`config.mk`:
```
export PLATFORM = sky130hd
export DESIGN_NAME = pipe_hazard_ctrl
export DESIGN_NICKNAME = d
export VERILOG_FILES = /design/src/rtl/pipe_hazard_ctrl_pkg.sv /design/src/rtl/pipe_hazard_ctrl_md_busy_counter.sv /design/src/rtl/pipe_hazard_ctrl.sv
export SDC_FILE = /design/constraint.sdc
export NUM_CORES = 1
export LEC_CHECK = 0
export BUFFER_PORTS_ARGS = -buffer_cell sky130_fd_sc_hd__buf_2
export CORE_MARGIN = 1
export CORE_UTILIZATION = 40
export DETAILED_ROUTE_END_ITERATION = 8
export GPL_ROUTABILITY_DRIVEN = 0
export HOLD_SLACK_MARGIN = 0.08
export PLACE_DENSITY = 0.84
export RECOVER_POWER = 25
export SLEW_MARGIN = 20
export SYNTH_ARGS = -nofsm -noshare
export SYNTH_HDL_FRONTEND = slang
export SYNTH_HIERARCHICAL = 1
export SYNTH_SLANG_ARGS = --single-unit
```
`constraint.sdc`:
```
create_clock -name clk -period 4.4 [get_ports clk]
set_clock_uncertainty 0.2 [all_clocks]
set_input_delay 0.44 -clock clk [delete_from_list [all_inputs] [get_ports clk]]
set_output_delay 0.44 -clock clk [all_outputs]
set_load 0.02 [all_outputs]
```
`src/rtl/pipe_hazard_ctrl_pkg.sv`:
```
`default_nettype none
// ============================================================================
// pipe_hazard_ctrl_pkg : shared encodings and constants for the pipeline
//                        controller and the stage registers.
// Revision 1.0
// ============================================================================
package pipe_hazard_ctrl_pkg;

   // E-stage multiply/divide operation encoding
   localparam logic [1:0] MD_NONE = 2'b00;
   localparam logic [1:0] MD_MULT = 2'b01;
   localparam logic [1:0] MD_DIV  = 2'b10;
   localparam logic [1:0] MD_MT   = 2'b11;

   localparam int MULT_CYC_DEF = 5;
   localparam int DIV_CYC_DEF  = 10;
   localparam int CNT_W_DEF    = 4;

   // PC targets used by the stage registers
   localparam logic [31:0] EXC_HANDLER_PC = 32'h0000_4180;
   localparam logic [31:0] RESET_PC       = 32'h0000_3000;

   // True when the E-stage op actually occupies the MDU for several cycles
   function automatic logic is_md_start_op(input logic [1:0] op);
      return (op == MD_MULT) || (op == MD_DIV);
   endfunction

endpackage
`default_nettype wire

```
`src/rtl/pipe_hazard_ctrl_md_busy_counter.sv`:
```
`default_nettype none
// ============================================================================
// md_busy_counter : multi-cycle MDU busy counter; reload on start, count down.
// Revision 1.0
// ============================================================================
module md_busy_counter
   import pipe_hazard_ctrl_pkg::*;
#(
   parameter int MULT_CYC = MULT_CYC_DEF,
   parameter int DIV_CYC  = DIV_CYC_DEF,
   parameter int CNT_W    = CNT_W_DEF
) (
   input  logic       clk,
   input  logic       reset,
   input  logic       start,
   input  logic [1:0] op,
   output logic       busy
);

   logic [CNT_W-1:0] cnt;
   logic [CNT_W-1:0] load_val;

   assign load_val = (op == MD_DIV) ? CNT_W'(DIV_CYC) : CNT_W'(MULT_CYC);

   // A start while still counting simply reloads; decode normally prevents it.
   always_ff @(posedge clk) begin
      if (reset) begin
         cnt <= '0;
      end else if (start) begin
         cnt <= load_val;
      end else if (cnt != '0) begin
         cnt <= cnt - CNT_W'(1);
      end
   end

   assign busy = ~reset & (start | (cnt != '0));

endmodule
`default_nettype wire

```
`src/rtl/pipe_hazard_ctrl.sv`:
```
`default_nettype none
// ============================================================================
// pipe_hazard_ctrl : stall/flush generation, MDU sequencing and EXL tracking
//                    for the 5-stage MIPS pipeline.
// Revision 1.0
// ============================================================================
module pipe_hazard_ctrl
   import pipe_hazard_ctrl_pkg::*;
#(
   parameter int MULT_CYC = MULT_CYC_DEF,
   parameter int DIV_CYC  = DIV_CYC_DEF,
   parameter int CNT_W    = CNT_W_DEF
) (
   input  logic       clk,
   input  logic       reset,
   input  logic [4:0] D_rs,
   input  logic [4:0] D_rt,
   input  logic       D_rs_use,
   input  logic       D_rt_use,
   input  logic [1:0] D_Tuse_rs,
   input  logic [1:0] D_Tuse_rt,
   input  logic       D_md_use,
   input  logic [4:0] E_A3,
   input  logic [4:0] M_A3,
   input  logic [1:0] E_Tnew,
   input  logic [1:0] M_Tnew,
   input  logic [1:0] E_md_op,
   input  logic       M_exc,
   input  logic       M_eret,
   input  logic [5:0] irq,
   input  logic [5:0] im,
   input  logic       ie,
   output logic       Stall,
   output logic       Req,
   output logic       md_start,
   output logic       md_busy,
   output logic       exl
);

   logic rs_stall;
   logic rt_stall;
   logic md_stall;
   logic int_pending;

   // A producer only blocks when its result arrives later than the consumer needs it
   assign rs_stall = D_rs_use && (D_rs != 5'd0) &&
                     (((D_rs == E_A3) && (E_Tnew > D_Tuse_rs)) ||
                      ((D_rs == M_A3) && (M_Tnew > D_Tuse_rs)));

   assign rt_stall = D_rt_use && (D_rt != 5'd0) &&
                     (((D_rt == E_A3) && (E_Tnew > D_Tuse_rt)) ||
                      ((D_rt == M_A3) && (M_Tnew > D_Tuse_rt)));

   assign int_pending = (|(irq & im)) & ie & ~exl;

   assign Req      = ~reset & (M_exc | int_pending);
   assign md_start = ~reset & ~Req & is_md_start_op(E_md_op);
   assign md_stall = D_md_use & md_busy;

   // Flush wins: the stage registers would otherwise hold the PC on Stall
   assign Stall = ~reset & ~Req & (rs_stall | rt_stall | md_stall);

   md_busy_counter #(
      .MULT_CYC (MULT_CYC),
      .DIV_CYC  (DIV_CYC),
      .CNT_W    (CNT_W)
   ) u_md_busy_counter (
      .clk   (clk),
      .reset (reset),
      .start (md_start),
      .op    (E_md_op),
      .busy  (md_busy)
   );

   // Entering the handler outranks a concurrent eret
   always_ff @(posedge clk) begin
      if (reset) begin
         exl <= 1'b0;
      end else if (Req) begin
         exl <= 1'b1;
      end else if (M_eret) begin
         exl <= 1'b0;
      end
   end

endmodule
`default_nettype wire

```
* Word level (Yosys, flattened, before mapping)
Index checks and enable logic that the tools add are counted.
Storage, ports and cells: output and inout port bits 5, word-level logic and storage cells 51, register bits after elaboration 5, bits of input ports 50
Operators by class: reductions and logical operators 17, multiplexer cells 5, bitwise gates (word level) 16, equal/unequal tests 6, $lt $le $gt $ge 4, add/subtract/negate cells 1
Operators with widths (count):
- $eq 5x5->1 | 4
- $mux 4 | 3
- $reduce_bool 5->1 | 2
- $and 1x1->1 | 8
- $gt 2x2->1 | 4
- $logic_and 1x1->1 | 8
- $and 6x6->6 | 1
- $reduce_or 6->1 | 1
- $or 1x1->1 | 4
- $reduce_bool 2->1 | 2
- $reduce_bool 4->1 | 1
- $sub 4x1->4 const B | 1
- $logic_or 1x1->1 | 3
- $not 1->1 | 3
- $eq 2x1->1 const B | 1
- $eq 2x2->1 const B | 1
- $mux 1 | 2

* Longest topological paths before layout
word-level depth 14, gate-level depth with buffers 9, mapped depth without buffers 9

* By module
The synthesis kept the hierarchy.
Modules (own cells, without submodules):
- pipe_hazard_ctrl | times used 1, seq. area each 20.0 µm², area an instance 531.8 µm², cells each 70
- md_busy_counter | times used 1, seq. area each 80.1 µm², area an instance 232.7 µm², cells each 24

* Worst setup path before layout
No wires, ideal clock.
path type input to output, start point in irq[2], end point out Stall, arrival time 2708 ps, path buffers 0, required time 3760 ps, cell stages on the path 9, slack 1052 ps, cell sequence a22oi_1 nand3_1 a31oi_1 or2b_1 nor2_1 nor4b_4 nor2_1 nand2_1 a31oi_1
Between the ends: word-level cells in the longest chain between the ends 14
RTL lines:
- start: declaration | RTL line pipe_hazard_ctrl.sv:30 | input logic [5:0] irq,
- $and 6x6->6 | RTL line pipe_hazard_ctrl.sv:54 | assign int_pending = (|(irq & im)) & ie & ~exl;
- $reduce_or 6->1 | RTL line pipe_hazard_ctrl.sv:54
- $and 1x1->1 (2 in series) | RTL line pipe_hazard_ctrl.sv:54
- $or 1x1->1 | RTL line pipe_hazard_ctrl.sv:56 | assign Req = ~reset & (M_exc | int_pending);
- $and 1x1->1 | RTL line pipe_hazard_ctrl.sv:56
- $not 1->1 | RTL line pipe_hazard_ctrl.sv:57 | assign md_start = ~reset & ~Req & is_md_start_op(E_md_op);
- $and 1x1->1 (2 in series) | RTL line pipe_hazard_ctrl.sv:57
- via md_start | RTL line pipe_hazard_ctrl.sv:35 | output logic md_start,
- $or 1x1->1 | RTL line pipe_hazard_ctrl_md_busy_counter.sv:36 | assign busy = ~reset & (start | (cnt != '0));
- $and 1x1->1 | RTL line pipe_hazard_ctrl_md_busy_counter.sv:36
- via md_busy | RTL line pipe_hazard_ctrl.sv:36 | output logic md_busy,
- $and 1x1->1 | RTL line pipe_hazard_ctrl.sv:58 | assign md_stall = D_md_use & md_busy;
- $or 1x1->1 | RTL line pipe_hazard_ctrl.sv:61 | assign Stall = ~reset & ~Req & (rs_stall | rt_stall | md_stall);
- $and 1x1->1 | RTL line pipe_hazard_ctrl.sv:61
- end: declaration | RTL line pipe_hazard_ctrl.sv:33 | output logic Stall,
The timed path passes the listed nets, and every way through them passes these cells.

* Worst setup path after layout
start point in irq[2], end point out Stall
Between the ends: word-level cells in the longest chain between the ends 14
RTL lines (RTL line):
- $and 6x6->6 * | pipe_hazard_ctrl.sv:54
- $reduce_or 6->1 * | pipe_hazard_ctrl.sv:54
- $and 1x1->1 * (2 in series) | pipe_hazard_ctrl.sv:54
- $or 1x1->1 * | pipe_hazard_ctrl.sv:56
- $and 1x1->1 * | pipe_hazard_ctrl.sv:56
- $not 1->1 * | pipe_hazard_ctrl.sv:57, pipe_hazard_ctrl.sv:61
- $and 1x1->1 * | pipe_hazard_ctrl.sv:57, pipe_hazard_ctrl.sv:61
- $and 1x1->1 | pipe_hazard_ctrl.sv:57
- $or 1x1->1 | pipe_hazard_ctrl_md_busy_counter.sv:36
- $and 1x1->1 | pipe_hazard_ctrl_md_busy_counter.sv:36
- $and 1x1->1 | pipe_hazard_ctrl.sv:58
- $or 1x1->1 | pipe_hazard_ctrl.sv:61
- $and 1x1->1 * | pipe_hazard_ctrl.sv:61
Every way passes the cells marked *; elsewhere a longest branch is shown, timed or not.

==> summary.txt <==
Outcome
  – Status: completed

Worst setup path
  – Type of origin of the critical path: input pin
  – Crit end category: output port
  – Crit path arrival time: 2410 ps
  – CP required: 3760 ps
  – Crit Path Max Fanout: 6
  – Kind of critical path: input pin to output port

Synth
  – Post-synth EDFFs: 0
  – Register area share after synthesis: 0.131
  – Largest area contributor in the netlist: xnor2_1
  – Mapped Nets: 154
  – Flops & latches, synth: 5
  – Synth area leaders: xnor2_1, ha_1, dfxtp_1, xor2_1, inv_1
  – Async SR Flop Fraction: 0
  – Dominant synthesized flop cell: dfxtp_1
  – Area share of the largest cell type after synthesis: 0.172
  – Syn_area_per_cell: 8.13 um2
  – Synthesized instance count: 94
  – Post-synth cell types: 28
  – Yosys warning total: 6
  – Synthesized area: 764 um2

Placed design
  – DP Cell Count: 173
  – HPWL Detailed: 1840 um
  – Post-DP Area: 0.00107 mm2
  – Worst slack, placed: 1370 ps
  – PortBufs: 54

Global route
  – Vias in the first global route: 867
  – GR Overflow Total: 0
  – First-pass GRT wire length: 3480 um
  – Pin count of the biggest net entering global routing: 8
  – Initial antenna violation count: 0
  – GRT Resource Usage Total: 0.227

Power
  – Sw Share: 0.390
  – Combinational Power Share: 0.575
  – Leakage: 0.535 nW
  – Power density cells: 284 mW/mm2
  – Maximum VDD drop: 0.247 mV
  – Seq pwr share: 0.260
  – Psw: 0.121 mW
  – Pwr Total: 0.310 mW
  – Int Pwr: 0.189 mW
  – Clock power share: 0.165

Final layout
  – Syn-to-layout area delta: 42.7%
  – Fin nets: 213
  – Share of layout cells above drive strength 1: 0.388
  – Final instance area: 0.00109 mm2
  – Antenna Cells: 0
  – Core Util, Final: 0.618
  – Post-Layout Cell Count: 177

Worst hold path
  – Worst min path class: input pin to register

Clock network
  – CTS H-tree depth: 1
  – CTS tree: done
  – Post_cts resized: 0
  – Post-CTS setup buffer count: 0
  – Clock Root Buffer: clkbuf_4
  – CTS Buffer Depth: 2
  – Cts hold-fix bufs: 0
  – Clock tree sinks: 5
  – CTS buffer count: 3
  – Worst-path clk slew: 40 ps
  – Skew-Pair Late Insertion Delay: 230 ps

Floorplanning
  – Core region area: 0.00176 mm2
  – Die H: 45.7 um
  – Die ar.: 0.00209 mm2
  – Row cnt: 15
  – I/O pins: 55
  – Die width: 45.7 um
  – Initial Utilization: 0.433

STA
  – Tcrit/Tclk final: 0.693
  – Unrepaired setup endpoints after global routing: no
  – TNS Setup: 0 ps
  – PnR worst setup slack: 1350 ps
  – Fin crit period: 3050 ps
  – Minimum hold slack: 253 ps
  – Slew Viols, Final: 0
  – Slew @ Worst Pin: 453 ps
  – Worst slew margin relative to its limit: 0.697
  – Max Freq: 328 MHz
  – Final hold vios: 0
  – Count of final setup violators: 0

Routing
  – Routed vias/inst: 5.05
  – # DRC: 0
  – Routed wire per std cell: 11.5 um
  – Via count: 894
  – Drt pass-1 iters: 4
  – 1st-iter DRT viols: 15
  – Routed WL: 2040 um
  – Antenna Nets Post-Route: 0

Run
  – Max Cap Violations: 0
sequential cells by signal, indices dropped and copies added (netlist names):
name,cells
u_md_busy_counter/cnt,4
exl,1
layout by cell type (no fill, tap or decap), types with 2 or more instances in the layout:
cell,count
buf_2,53
inv_1,11
clkbuf_1,2
nor4_1,3
a31oi_1,2
xor2_1,7
nand4_1,3
a22oi_1,3
or4_1,3
dfxtp_1,5
nand3_1,2
clkbuf_4,3
xnor2_1,15
nor2_1,4
ha_1,10
nand2_1,5
o221ai_1,2
a21oi_1,6
cell usage after synthesis, types with 2 or more instances:
master    instances
xnor2_1          15
inv_1            11
ha_1             10
xor2_1            7
a21oi_1           6
dfxtp_1           5
nand2_1           5
nor2_1            4
a22oi_1           3
nand4_1           3
nor4_1            3
or4_1             3
a31oi_1           2
nand3_1           2
o221ai_1          2
final timing paths:
path | endpoint | depth (start not counted) | slack [ps] | startpoint
hold reg to reg | exl$_SDFFE_PP0P_ | 2 | 300 | exl$_SDFFE_PP0P_
setup / recovery | Stall | 11 | 1350 | irq[2]
setup reg to reg | u_md_busy_counter/cnt[0]$_SDFFE_PP0P_ | 7 | 2290 | exl$_SDFFE_PP0P_
hold / removal | u_md_busy_counter/cnt[0]$_SDFFE_PP0P_ | 2 | 250 | reset
per-layer routing:
| metal | GRT usage | part of all wire | vias to the layer above | routed length, um |
|---|---|---|---|---|
| li1 | - | - | 457 | - |
| met1 | 0.270 | 0.43 | 395 | 879 |
| met2 | 0.423 | 0.50 | 40 | 1010 |
| met3 | 0.0198 | 0.066 | 2 | 134 |
| met4 | 0.0706 | 0.0059 | 0 | 12 |
| met5 | 0 | 0 | - | 0 |
power by group through the flow:
stage	clock [mW]	combinational [mW]	sequential, mW
3_3_place_gp	0	0.173	0.0800
4_1_cts	0.0537	0.178	0.0803
2_1_floorplan	0	0.123	0.0781
6_report	0.0512	0.178	0.0807
5_1_grt	0.0573	0.202	0.0837
3_5_place_dp	0	0.177	0.0812
cells by family after synthesis:
logic type                 synth area share
xor gates and xnor gates              0.252
DFF                                   0.131
AOI/OAI and AO/OA                     0.188
adders and majority gates             0.164
buffers and inverters                0.0540
and+or+nand+nor                       0.211
critical path, stage by stage:
cell and delay, ps:
buf_2 100, a22oi_1 180, nand3_1 90, a31oi_1 240
or2b_1 280, nor2_1 380, nor4b_4 120, nor2_1 170
nand2_1 70, a31oi_1 150, buf_2 180
layout make-up:
cell class | count | area (um2)
fillers | 173 | 673
well taps | 25 | 31.3
multi-input cells | 78 | 623
clock buffers | 4 | 26.3
inverters | 11 | 41.3
flip-flops and latches | 5 | 100
repair buffers | 54 | 269
No activity file was read; power rests on OpenSTA's default activity.
